**src/rtl/best_arr_out_sched.sv**
```systemverilog
// Streams the best-match index array into the output FIFO in column-blocked order.
// Optional BEST_ARR_OUT_CHECKSUM_EN appends one XOR-of-all-words checksum word.
module best_arr_out_sched #(
    parameter int unsigned DATA_WIDTH = 11,
    parameter int unsigned ROW_SIZE   = 26,
    parameter int unsigned COL_SIZE   = 19,
    parameter int unsigned BLOCKING   = 4,
    parameter int unsigned ADDR_WIDTH = $clog2(ROW_SIZE * COL_SIZE)
) (
    input  logic                  clk,
    input  logic                  rst_n,
    input  logic                  start,
    output logic                  busy,
    output logic                  done,
    output logic                  mem_ren,
    output logic [ADDR_WIDTH-1:0] mem_raddr,
    input  logic [DATA_WIDTH-1:0] mem_rdata,
    output logic                  fifo_wenq,
    output logic [DATA_WIDTH-1:0] fifo_wdata,
    input  logic                  fifo_wfull_n
);

    localparam int unsigned HALF   = ROW_SIZE / 2;
    localparam int unsigned NUM_X  = (HALF + BLOCKING - 1) / BLOCKING;
    localparam int unsigned LAST_W = HALF - (NUM_X - 1) * BLOCKING;
    localparam int unsigned TOTAL  = ROW_SIZE * COL_SIZE;
    localparam int unsigned XW     = (NUM_X > 1) ? $clog2(NUM_X) : 1;
    localparam int unsigned YW     = (COL_SIZE > 1) ? $clog2(COL_SIZE) : 1;
    localparam int unsigned IW     = (BLOCKING > 1) ? $clog2(BLOCKING) : 1;
    localparam int unsigned CW     = ADDR_WIDTH + 1;

    typedef enum logic [1:0] {StIdle, StRun, StDrain, StCsum} state_e;

    state_e                 state;
    logic                   px;
    logic [XW-1:0]          x;
    logic [YW-1:0]          y;
    logic [IW-1:0]          xi;
    logic                   rd_valid;
    logic                   skid_valid;
    logic [DATA_WIDTH-1:0]  skid_data;
    logic [CW-1:0]          enq_cnt;
    logic                   x_last;
    logic                   y_last;
    logic                   xi_last;
    logic                   last_addr;
    logic                   last_enq;
    logic                   csum_phase;
`ifdef BEST_ARR_OUT_CHECKSUM_EN
    logic [DATA_WIDTH-1:0]  csum;
`endif

    // Odometer wrap points; the final x block may be narrower than BLOCKING.
    assign x_last    = (x == XW'(NUM_X - 1));
    assign y_last    = (y == YW'(COL_SIZE - 1));
    assign xi_last   = x_last ? (xi == IW'(LAST_W - 1)) : (xi == IW'(BLOCKING - 1));
    assign last_addr = px && x_last && y_last && xi_last;

    assign mem_ren   = (state == StRun) && fifo_wfull_n && !skid_valid;
    assign mem_raddr = ADDR_WIDTH'((px ? HALF : 0) + ROW_SIZE * 32'(y)
                                   + BLOCKING * 32'(x) + 32'(xi));

`ifdef BEST_ARR_OUT_CHECKSUM_EN
    assign csum_phase = (state == StCsum);
`else
    assign csum_phase = 1'b0;
`endif

    assign fifo_wenq = fifo_wfull_n && (skid_valid || rd_valid || csum_phase);
    assign last_enq  = fifo_wenq && !csum_phase && (enq_cnt == CW'(TOTAL - 1));

    always_comb begin
        fifo_wdata = '0;
        if (fifo_wenq) begin
            if (skid_valid) begin
                fifo_wdata = skid_data;
            end else if (rd_valid) begin
                fifo_wdata = mem_rdata;
            end else begin
`ifdef BEST_ARR_OUT_CHECKSUM_EN
                fifo_wdata = csum;
`endif
            end
        end
    end

    always_ff @(posedge clk or negedge rst_n) begin
        if (!rst_n) begin
            state      <= StIdle;
            busy       <= 1'b0;
            done       <= 1'b0;
            px         <= 1'b0;
            x          <= '0;
            y          <= '0;
            xi         <= '0;
            rd_valid   <= 1'b0;
            skid_valid <= 1'b0;
            skid_data  <= '0;
            enq_cnt    <= '0;
`ifdef BEST_ARR_OUT_CHECKSUM_EN
            csum       <= '0;
`endif
        end else begin
            done     <= 1'b0;
            rd_valid <= mem_ren;

            // A read returning into a stalled FIFO parks in the skid register;
            // no new read is issued until it drains, so at most one word is in flight.
            if (rd_valid && !fifo_wfull_n) begin
                skid_valid <= 1'b1;
                skid_data  <= mem_rdata;
            end else if (skid_valid && fifo_wfull_n) begin
                skid_valid <= 1'b0;
            end

            if (fifo_wenq && !csum_phase) begin
                enq_cnt <= enq_cnt + CW'(1);
`ifdef BEST_ARR_OUT_CHECKSUM_EN
                csum    <= csum ^ fifo_wdata;
`endif
            end

            if (mem_ren) begin
                if (!xi_last) begin
                    xi <= xi + IW'(1);
                end else begin
                    xi <= '0;
                    if (!y_last) begin
                        y <= y + YW'(1);
                    end else begin
                        y <= '0;
                        if (!x_last) begin
                            x <= x + XW'(1);
                        end else begin
                            x  <= '0;
                            px <= ~px;
                        end
                    end
                end
            end

            unique case (state)
                StIdle: begin
                    if (start) begin
                        state   <= StRun;
                        busy    <= 1'b1;
                        enq_cnt <= '0;
`ifdef BEST_ARR_OUT_CHECKSUM_EN
                        csum    <= '0;
`endif
                    end
                end
                StRun: begin
                    if (mem_ren && last_addr) begin
                        state <= StDrain;
                    end
                end
                StDrain: begin
                    if (last_enq) begin
`ifdef BEST_ARR_OUT_CHECKSUM_EN
                        state <= StCsum;
`else
                        state <= StIdle;
                        busy  <= 1'b0;
                        done  <= 1'b1;
`endif
                    end
                end
                StCsum: begin
                    if (fifo_wenq) begin
                        state <= StIdle;
                        busy  <= 1'b0;
                        done  <= 1'b1;
                    end
                end
                default: state <= StIdle;
            endcase
        end
    end

endmodule

```
**config.mk**
```make
export PLATFORM = sky130hd
export DESIGN_NAME = best_arr_out_sched
export DESIGN_NICKNAME = d
export VERILOG_FILES = /design/src/rtl/best_arr_out_sched.sv
export SDC_FILE = /design/constraint.sdc
export NUM_CORES = 1
export LEC_CHECK = 0
export BUFFER_PORTS_ARGS = -buffer_cell sky130_fd_sc_hd__buf_2
export CORE_ASPECT_RATIO = 0.7
export CORE_MARGIN = 2
export CORE_UTILIZATION = 54
export DETAILED_ROUTE_END_ITERATION = 8
export PLACE_DENSITY = 0.75
export SLEW_MARGIN = 20
export SYNTH_ARGS = -nofsm -noshare
export SYNTH_HDL_FRONTEND = slang
export SYNTH_SLANG_ARGS = --single-unit
export TNS_END_PERCENT = 5
```
**constraint.sdc**
```tcl
create_clock -name clk -period 3.9 [get_ports clk]
set_clock_uncertainty 0.1 [all_clocks]
set_input_delay 0 -clock clk [delete_from_list [all_inputs] [get_ports clk]]
set_output_delay 0 -clock clk [all_outputs]
set_load 0.05 [all_outputs]
```
### Word-level counts from Yosys, hierarchy flattened

Index checks and enable logic that the tools add are counted.
Widths: inputs -> output; s select.

* flip-flop bits (word level): 37
* input port bits: 15
* logic and storage cells: 78

* add/sub/neg operators: 7
* multiply operators: 1
* equality and inequality tests: 11
* multiplexer cells: 25
* bitwise gates (word level): 1
* reductions and logical operators: 22

Operators with widths (count)
* $mux 11: 3
* $mux 10: 3
* $mux 2: 6
* $reduce_and 4->1: 3
* $add 10x1->10 const B: 1
* $eq 10x9->1 const B: 1
* $logic_and 1x1->1: 10
* $add 4x9->9: 1
* $add 9x2->9: 1
* $add 9x4->9: 1
* $eq 2x2->1 const B: 4
* $mul 4x5->8 const A: 1
* $mux 1: 8
* $pmux 2 s4: 1
* $ne 2x2->1 const B: 3
* $add 5x1->5 const B: 1
* $eq 5x5->1 const B: 1
* $mux 5: 1
* $add 2x1->2 const B: 2
* $logic_not 2->1: 2
* $mux 4: 1
* $pmux 1 s3: 1
* $reduce_and 3->1: 1
* $reduce_bool 3->1: 1
* other kinds (8): 9

### Depth between registers and ports, before layout

Gate-level depths: netlist of the first run.

* depth after elaboration: 7
* gate-level depth with buffers: 10
* gate-level depth less buffers: 10

### Worst setup path before layout of the first run

OpenSTA, ideal clock, no wires.

* path type: reg-to-output
* start point: reg y[1]
* end point: out mem_raddr[8]
* data arrival time: 3008 ps
* path slack: 792 ps
* cell stages (with the launch flop): 10
* path buffers: 0
* path through: dfrtp_1 -> ha_1 -> inv_1 -> fa_1 -> inv_1 -> fa_1 -> a21o_1 -> a21oi_1 -> xnor2_1 -> xnor2_1

* longest elaborated chain between the ends: 4

RTL lines
* start, declared: line 37 `logic [YW-1:0] y;`
* start signal, assigned: line 129 `y <= y + YW'(1);`
* $mul 4x5->8: line 60 `assign mem_raddr = ADDR_WIDTH'((px ? HALF : 0) + ROW_SIZE * 32'(y)`
* $add 4x9->9: line 60
* $add 9x4->9: line 61 `+ BLOCKING * 32'(x) + 32'(xi));`
* $add 9x2->9: line 61
* end, declared: line 16 `output logic [ADDR_WIDTH-1:0] mem_raddr,`

Every way passes these cells.

### Worst setup path after layout of the first run

Ends and elaborated chain as after synthesis.

==> metrics.md, run 1 <==
| Metric | Value |
|---|---|
| Leakage | 1.47 nW |
| Die span in y | 61.6 um |
| Critical R2R Launch | state[1] |
| Core area | 4450 um2 |
| Detailed Route Iter0 Violations | 129 |
| Slew HR | 47.7% |
| Fmax | 295 MHz |
| Setup TNS Final | 0 ns |
| Sequential element share of the synthesized area | 36.1% |
| Gpl congestion | 0.829 |
| Hold Crit Class | in2reg |
| Final Hold Fails | 0 |
| Die ar. | 5320 um2 |
| NetSw | 1.29 mW |
| R2r setup slk | 1.85 ns |
| Worst hold path depth | 4 |
| Part of the power in registers | 24.5% |
| Critical Path RT | 3.80 ns |
| # rows | 20 |
| P_int | 1.13 mW |
| Syn Area/Cell | 10.1 um2 |
| Post-layout total power | 2.43 mW |
| Worst reg2reg path depth | 6 |
| R2r endpoint | state[0] |
| Max-slew violations | 0 |
| Synth Warn # | 0 |
| Worst-path clk slew | 0.08 ns |
| IO Pins | 39 |
| Setup CP Type | reg2out |
| Slew @ Worst Pin | 0.784 ns |
| Synth Flop Type | dfrtp_1 |
| Setup WS pre-CTS | 0.814 ns |
| Port Buf Inserts | 38 |
| Tcrit/Tclk final | 87.0% |
| Post-DP HPWL | 3710 um |
| CTS tree | built |
| Async SR Flop Fraction | 100% |
| Share of cells above drive strength 1 | 21.0% |
| Final Setup Violations | 0 |
| Cell count after placement | 339 |
| Vias in the first global route | 1859 |
| Largest net degree at the start of global routing | 38 |
| First-pass GRT wire length | 8760 um |
| Power Dens Cells | 807 nW/um2 |
| Max cap viols | 0 |
| Post-synth EDFFs | 0 |
| Synth unique cells | 45 |
| Congestion Overflow GR | 0 |
| Final wirelength | 5020 um |
| ANT nets after route | 0 |
| Worst EP arrival | 3.29 ns |
| Cell Area, Synth | 2560 um2 |
| CP Capture Type | output pin |
| Critical path peak fanout | 5 |
| Vias per cell | 5.37 |
| Syn Inst Count | 253 |
| Sw Share | 53.3% |
| RSZ-0062 raised after global routing | no |
| Fin Hold WS | 0.118 ns |
| Drt drc | 0 |
| Final worst slack | 0.507 ns |
| Hold worst-path end | state[1] |
| Synthesized flop and latch total | 37 |
| Min cycle time layout | 3.39 ns |
| DRT Pass-1 Iters | 4 |
| Clock sink total | 37 |
| Die W | 86.3 um |
| Initial Util | 57.5% |
| Combinational Power Share | 64.7% |
| Outcome | finished clean |
| Post-DR wirelength/cell | 14.0 um |
| Clock Root Buffer | clkbuf_8 |
| Final Net Count | 354 |
| GRT Util Overall | 21.4% |
| Maximum VDD drop | 0.703 mV |
| Final instance count without filler cells | 360 |
| CTS buffer count | 5 |
| Worst-Skew Late Latency | 0.30 ns |
| Worst-case clock buffer depth | 2 |
| Min-delay src | start |
| Vias after detailed routing | 1933 |
| CP Launch Type | flip-flop |
| Synth-to-Final Area Change | 17.4% |
| Post-Syn Nets | 303 |
| Clock power frac | 10.8% |
| Antenna violations before repair | 0 |
| Htree depth | 2 |
| N_diodes | 0 |
[critical path, cell delays in order, from the launching register on]
cell and delay (ns):
dfrtp_1 0.47, ha_1 0.31, inv_1 0.05, fa_1 0.50, inv_1 0.07, fa_1 0.46
xor2_1 0.23, nand2_1 0.11, nor4b_1 0.36, xnor2_1 0.15, buf_2 0.27
[metal layers]
layer / vias to the layer above / routed length, um / global-route usage (%)
met2: 40 / 2140 / 32.0
li1: 982 / - / -
met1: 904 / 2650 / 31.7
met4: 0 / 58 / 6.92
met5: - / 0 / 0
met3: 7 / 178 / 4.02
[stage by stage]
step | area (um2) | util [%]
CTS | 3010 | 67.6
detailed placement | 2790 | 62.7
global placement | 2790 | 62.7
global route | 3010 | 67.6
floorplan | 2560 | -
finish | 3010 | 67.6
[power groups by stage]
stage / Combinational, mW / Sequential [mW] / Clock [mW]
3_5_place_dp: 1.56 / 0.599 / 0
3_3_place_gp: 1.53 / 0.590 / 0
5_1_grt: 1.71 / 0.614 / 0.284
2_1_floorplan: 1.28 / 0.582 / 0
4_1_cts: 1.58 / 0.594 / 0.268
6_report: 1.57 / 0.595 / 0.262
[Yosys cell counts, types with 2 or more instances]
master	n	area share, %
fa_1	5	3.9
xnor2_1	11	3.8
nand2_1	13	1.9
a211oi_1	2	0.59
nand4_1	4	0.98
or3_1	4	0.98
nor3_1	5	0.98
xor2_1	7	2.4
nand2b_1	3	0.73
inv_1	24	3.5
dfrtp_1	37	36
o21ai_1	3	0.59
mux2_2	12	5.3
o31ai_1	2	0.59
a21oi_1	9	1.8
a22oi_1	11	3.2
nor2b_1	12	2.9
nor2_1	15	2.2
and3_1	3	0.73
nand3_1	4	0.78
a21o_1	3	0.88
o21ai_0	8	1.6
clkbuf_1	4	0.59
ha_1	30	15
buf_2	2	0.39
[cells in the final DEF, fill, tap and decap left out, drive strengths merged, types with 5 or more instances in the layout]
| cell | instances |
|---|---|
| nor2b | 12 |
| a21oi | 9 |
| nor2 | 15 |
| o21ai | 11 |
| clkbuf | 5 |
| xnor2 | 11 |
| buf | 38 |
| a22oi | 11 |
| nand2 | 13 |
| fa | 5 |
| nor3 | 5 |
| inv | 24 |
| dlygate4sd3 | 13 |
| ha | 30 |
| mux2 | 13 |
| xor2 | 7 |
| dfrtp | 37 |
[timing repair]
item | in CTS | in global routing
gates resized for setup | 0 | 0
hold buffers | 13 | 0
buffers inserted | 0 | 0
endpoints found under the hold margin | 49 | 0
[sequential cells by signal, indices dropped and copies added, names as in the netlist]
signal      count
done            1
rd_valid        1
state           2
skid_valid      1
enq_cnt        10
xi              2
x               2
px              1
busy            1
skid_data      11
y               5
[final cells by class]
class	instances	area, um2
tap	55	68.8
multi-input combinational	185	1520
timing repair buffer	51	320
clock buffer	5	68.8
clock inverter	3	17.5
inverter	24	90.1
sequential	37	926
fill	357	1450
[logic make-up after synthesis]
group                    Yosys count  share of synthesized area (%)
buffers and inverters             31                           4.64
flip-flops                        37                           36.1
AND/OR/NAND/NOR                   71                           15.7
adder cells (fa/ha/maj)           35                           18.6
AO/OA/AOI/OAI                     47                           12.5
XOR/XNOR                          18                           6.15
multiplexers                      14                           6.25
[how the worst max path moves through the flow]
stage | startpoint | end | cells after the start
floorplan | y[1] | mem_raddr[8] | 9
global placement | y[1] | mem_raddr[8] | 10
detailed placement | y[1] | mem_raddr[8] | 10
CTS | y[1] | mem_raddr[8] | 10
global route | y[1] | mem_raddr[8] | 10
finish | y[1] | mem_raddr[8] | 10
(Power assumes the default switching activity.)
==> run 2, diff against run 1 <==
--- a/config.mk
+++ b/config.mk
@@ -8,9 +8,9 @@
 export BUFFER_PORTS_ARGS = -buffer_cell sky130_fd_sc_hd__buf_2
 export CORE_ASPECT_RATIO = 0.7
 export CORE_MARGIN = 2
-export CORE_UTILIZATION = 54
+export CORE_UTILIZATION = 30
 export DETAILED_ROUTE_END_ITERATION = 8
-export PLACE_DENSITY = 0.75
+export PLACE_DENSITY = 0.47
 export SLEW_MARGIN = 20
 export SYNTH_ARGS = -nofsm -noshare
 export SYNTH_HDL_FRONTEND = slang
==> metrics.md, run 2 (same netlist as run 1, synthesis figures left out) <==
| Metric | Value |
|---|---|
| Critical path peak fanout | 5 (unchanged) |
| Htree depth | 2 (unchanged) |
| Die ar. | 9310 um2 (was 5320 um2) |
| Vias after detailed routing | 1927 (was 1933) |
| Hold_buf cts | 13 (unchanged) |
| GRT Util Overall | 11.8% (was 21.4%) |
| Setup CP Type | reg2out (unchanged) |
| Final Hold Fails | 0 (unchanged) |
| Tcrit/Tclk final | 86.4% (was 87.0%) |
| Port Buf Inserts | 38 (unchanged) |
| Fill count | 850 (was 357) |
| Largest register FFs | 11 (unchanged) |
| Post-DP HPWL | 3820 um (was 3710 um) |
| First-pass GRT wire length | 8610 um (was 8760 um) |
| Largest net degree at the start of global routing | 38 (unchanged) |
| Worst-case clock buffer depth | 2 (unchanged) |
| RSZ-0062 raised after global routing | no (unchanged) |
| CTS tree | built (unchanged) |
| N_diodes | 0 (unchanged) |
| Top Metal Used | met4 (unchanged) |
| Setup bufs post-CTS | 0 (unchanged) |
| Leakage | 1.50 nW (was 1.47 nW) |
| Antenna violations before repair | 0 (unchanged) |
| Met2 WL | 2150 um (was 2140 um) |
| Vias per cell | 4.71 (was 5.37) |
| Drt drc | 0 (unchanged) |
| Largest Register | skid_data (unchanged) |
| Max cap viols | 0 (unchanged) |
| Vias in the first global route | 1824 (was 1859) |
| Post-DR wirelength/cell | 12.7 um (was 14.0 um) |
| Synth-to-Final Area Change | 22.1% (was 17.4%) |
| Clock sink total | 37 (unchanged) |
| Die W | 114 um (was 86.3 um) |
| Worst-path clk slew | 0.06 ns (was 0.08 ns) |
| Worst-Skew Late Latency | 0.28 ns (was 0.30 ns) |
| Final worst slack | 0.530 ns (was 0.507 ns) |
| CP Capture Type | output pin (unchanged) |
| Congestion Overflow GR | 0 (unchanged) |
| DRT Pass-1 Iters | 4 (unchanged) |
| ANT nets after route | 0 (unchanged) |
| Most frequent cells in the layout | buf_2, dfrtp_1, ha_1, inv_1, nor2_1 (unchanged) |
| Final instance count without filler cells | 409 (was 360) |
| CTS buffer count | 5 (unchanged) |
| Wire length on met3 | 188 um (was 178 um) |
| Core area | 8370 um2 (was 4450 um2) |
| Outcome | finished clean (unchanged) |
| Share of cells above drive strength 1 | 20.4% (was 21.0%) |
| End-of-flow core utilization | 37.4% (was 67.6%) |
| Largest regs | skid_data (11), enq_cnt (10), y (5) (unchanged) |
| Critical Path RT | 3.80 ns (about the same) |
| # rows | 28 (was 20) |
| Hold Crit Class | in2reg (unchanged) |
| Detailed Route Iter0 Violations | 79 (was 129) |
| Worst EP arrival | 3.27 ns (was 3.29 ns) |
| Final Setup Violations | 0 (unchanged) |
| Min cycle time layout | 3.37 ns (was 3.39 ns) |
| Setup TNS Final | 0 ns (unchanged) |
| Post-layout total power | 2.54 mW (was 2.43 mW) |
| Slew HR | 42.0% (was 47.7%) |
| Commonest non-fill, non-tap cell in the layout | buf_2 (unchanged) |
| CP Launch Type | flip-flop (unchanged) |
| Slew @ Worst Pin | 0.868 ns (was 0.784 ns) |
| Initial Util | 30.6% (was 57.5%) |
| Power Dens Cells | 813 nW/um2 (was 807 nW/um2) |
| Fmax | 297 MHz (was 295 MHz) |
| Setup WS pre-CTS | 0.813 ns (was 0.814 ns) |
| Die span in y | 81.3 um (was 61.6 um) |
| Cell count after placement | 389 (was 339) |
| Final Net Count | 354 (unchanged) |
| Final wirelength | 5190 um (was 5020 um) |
| IO Pins | 39 (unchanged) |
| Gpl congestion | 0.775 (was 0.829) |
| M1 WL | 2810 um (was 2650 um) |
| Max-slew violations | 0 (unchanged) |
| Clock Root Buffer | clkbuf_16 (was clkbuf_8) |
| Maximum VDD drop | 0.523 mV (was 0.703 mV) |
| Post-CTS sizing | 0 (unchanged) |
==> run 2: changes by cell type in the layout (fill, tap and decap cells not counted) <==
cell        delta
clkbuf_16      +5
clkbuf_8       -4
clkinv_2       -2
clkbuf_1       +1
clkinvlp_4     -1
==> run 2: final timing paths <==
path / start / endpoint / slack [ns] / cells after the start
max: y[1] / mem_raddr[8] / 0.53 / 10
min: start / state[1] / 0.11 / 4
max reg2reg: state[1] / state[0] / 1.80 / 6
min reg2reg: busy / busy / 0.41 / 1
max in group asynchronous: rst_n / enq_cnt[3] / 2.90 / 2
min in group asynchronous: rst_n / skid_data[8] / 0.27 / 2
==> run 2: worst max-delay path, stage by stage (launching register included) <==
cell	delay [ns]
dfrtp_1	0.45
ha_1	0.31
inv_1	0.05
fa_1	0.49
inv_1	0.07
fa_1	0.45
xor2_1	0.22
nand2_1	0.10
nor4b_1	0.42
xnor2_1	0.16
buf_2	0.27
==> run 2: final cells by class <==
class | instances | area [um2] | area share [%]
Multi-Input combinational cell | 185 | 1520 | 48.5
Sequential cell | 37 | 926 | 29.6
Timing Repair Buffer | 51 | 320 | 10.2
Clock buffer | 7 | 143 | 4.56
Tap cell | 105 | 131 | 4.20
Inverter | 24 | 90.1 | 2.88
==> run 2: stage by stage <==
stage / cell area [um2] / hold WS [ns]
global placement: 2860 / 0.0683
global route: 3130 / 0.131
finish: 3130 / 0.113
detailed placement: 2860 / 0.0662
CTS: 3130 / 0.104
floorplan: 2560 / -0.396
==> run 2: where the power goes <==
group / internal, mW / leakage [nW] / total, mW / switching (mW)
registers: 0.492 / 0.463 / 0.594 / 0.102
clock network: 0.251 / 0.0700 / 0.398 / 0.147
logic: 0.516 / 0.966 / 1.55 / 1.03
==> run 2: metal layers <==
metal  vias up  global-route usage [%]
li1        988                       -
met1       902                    17.5
met2        30                    16.3
met3         7                    3.13
met4         0                    3.78
met5         -                       0
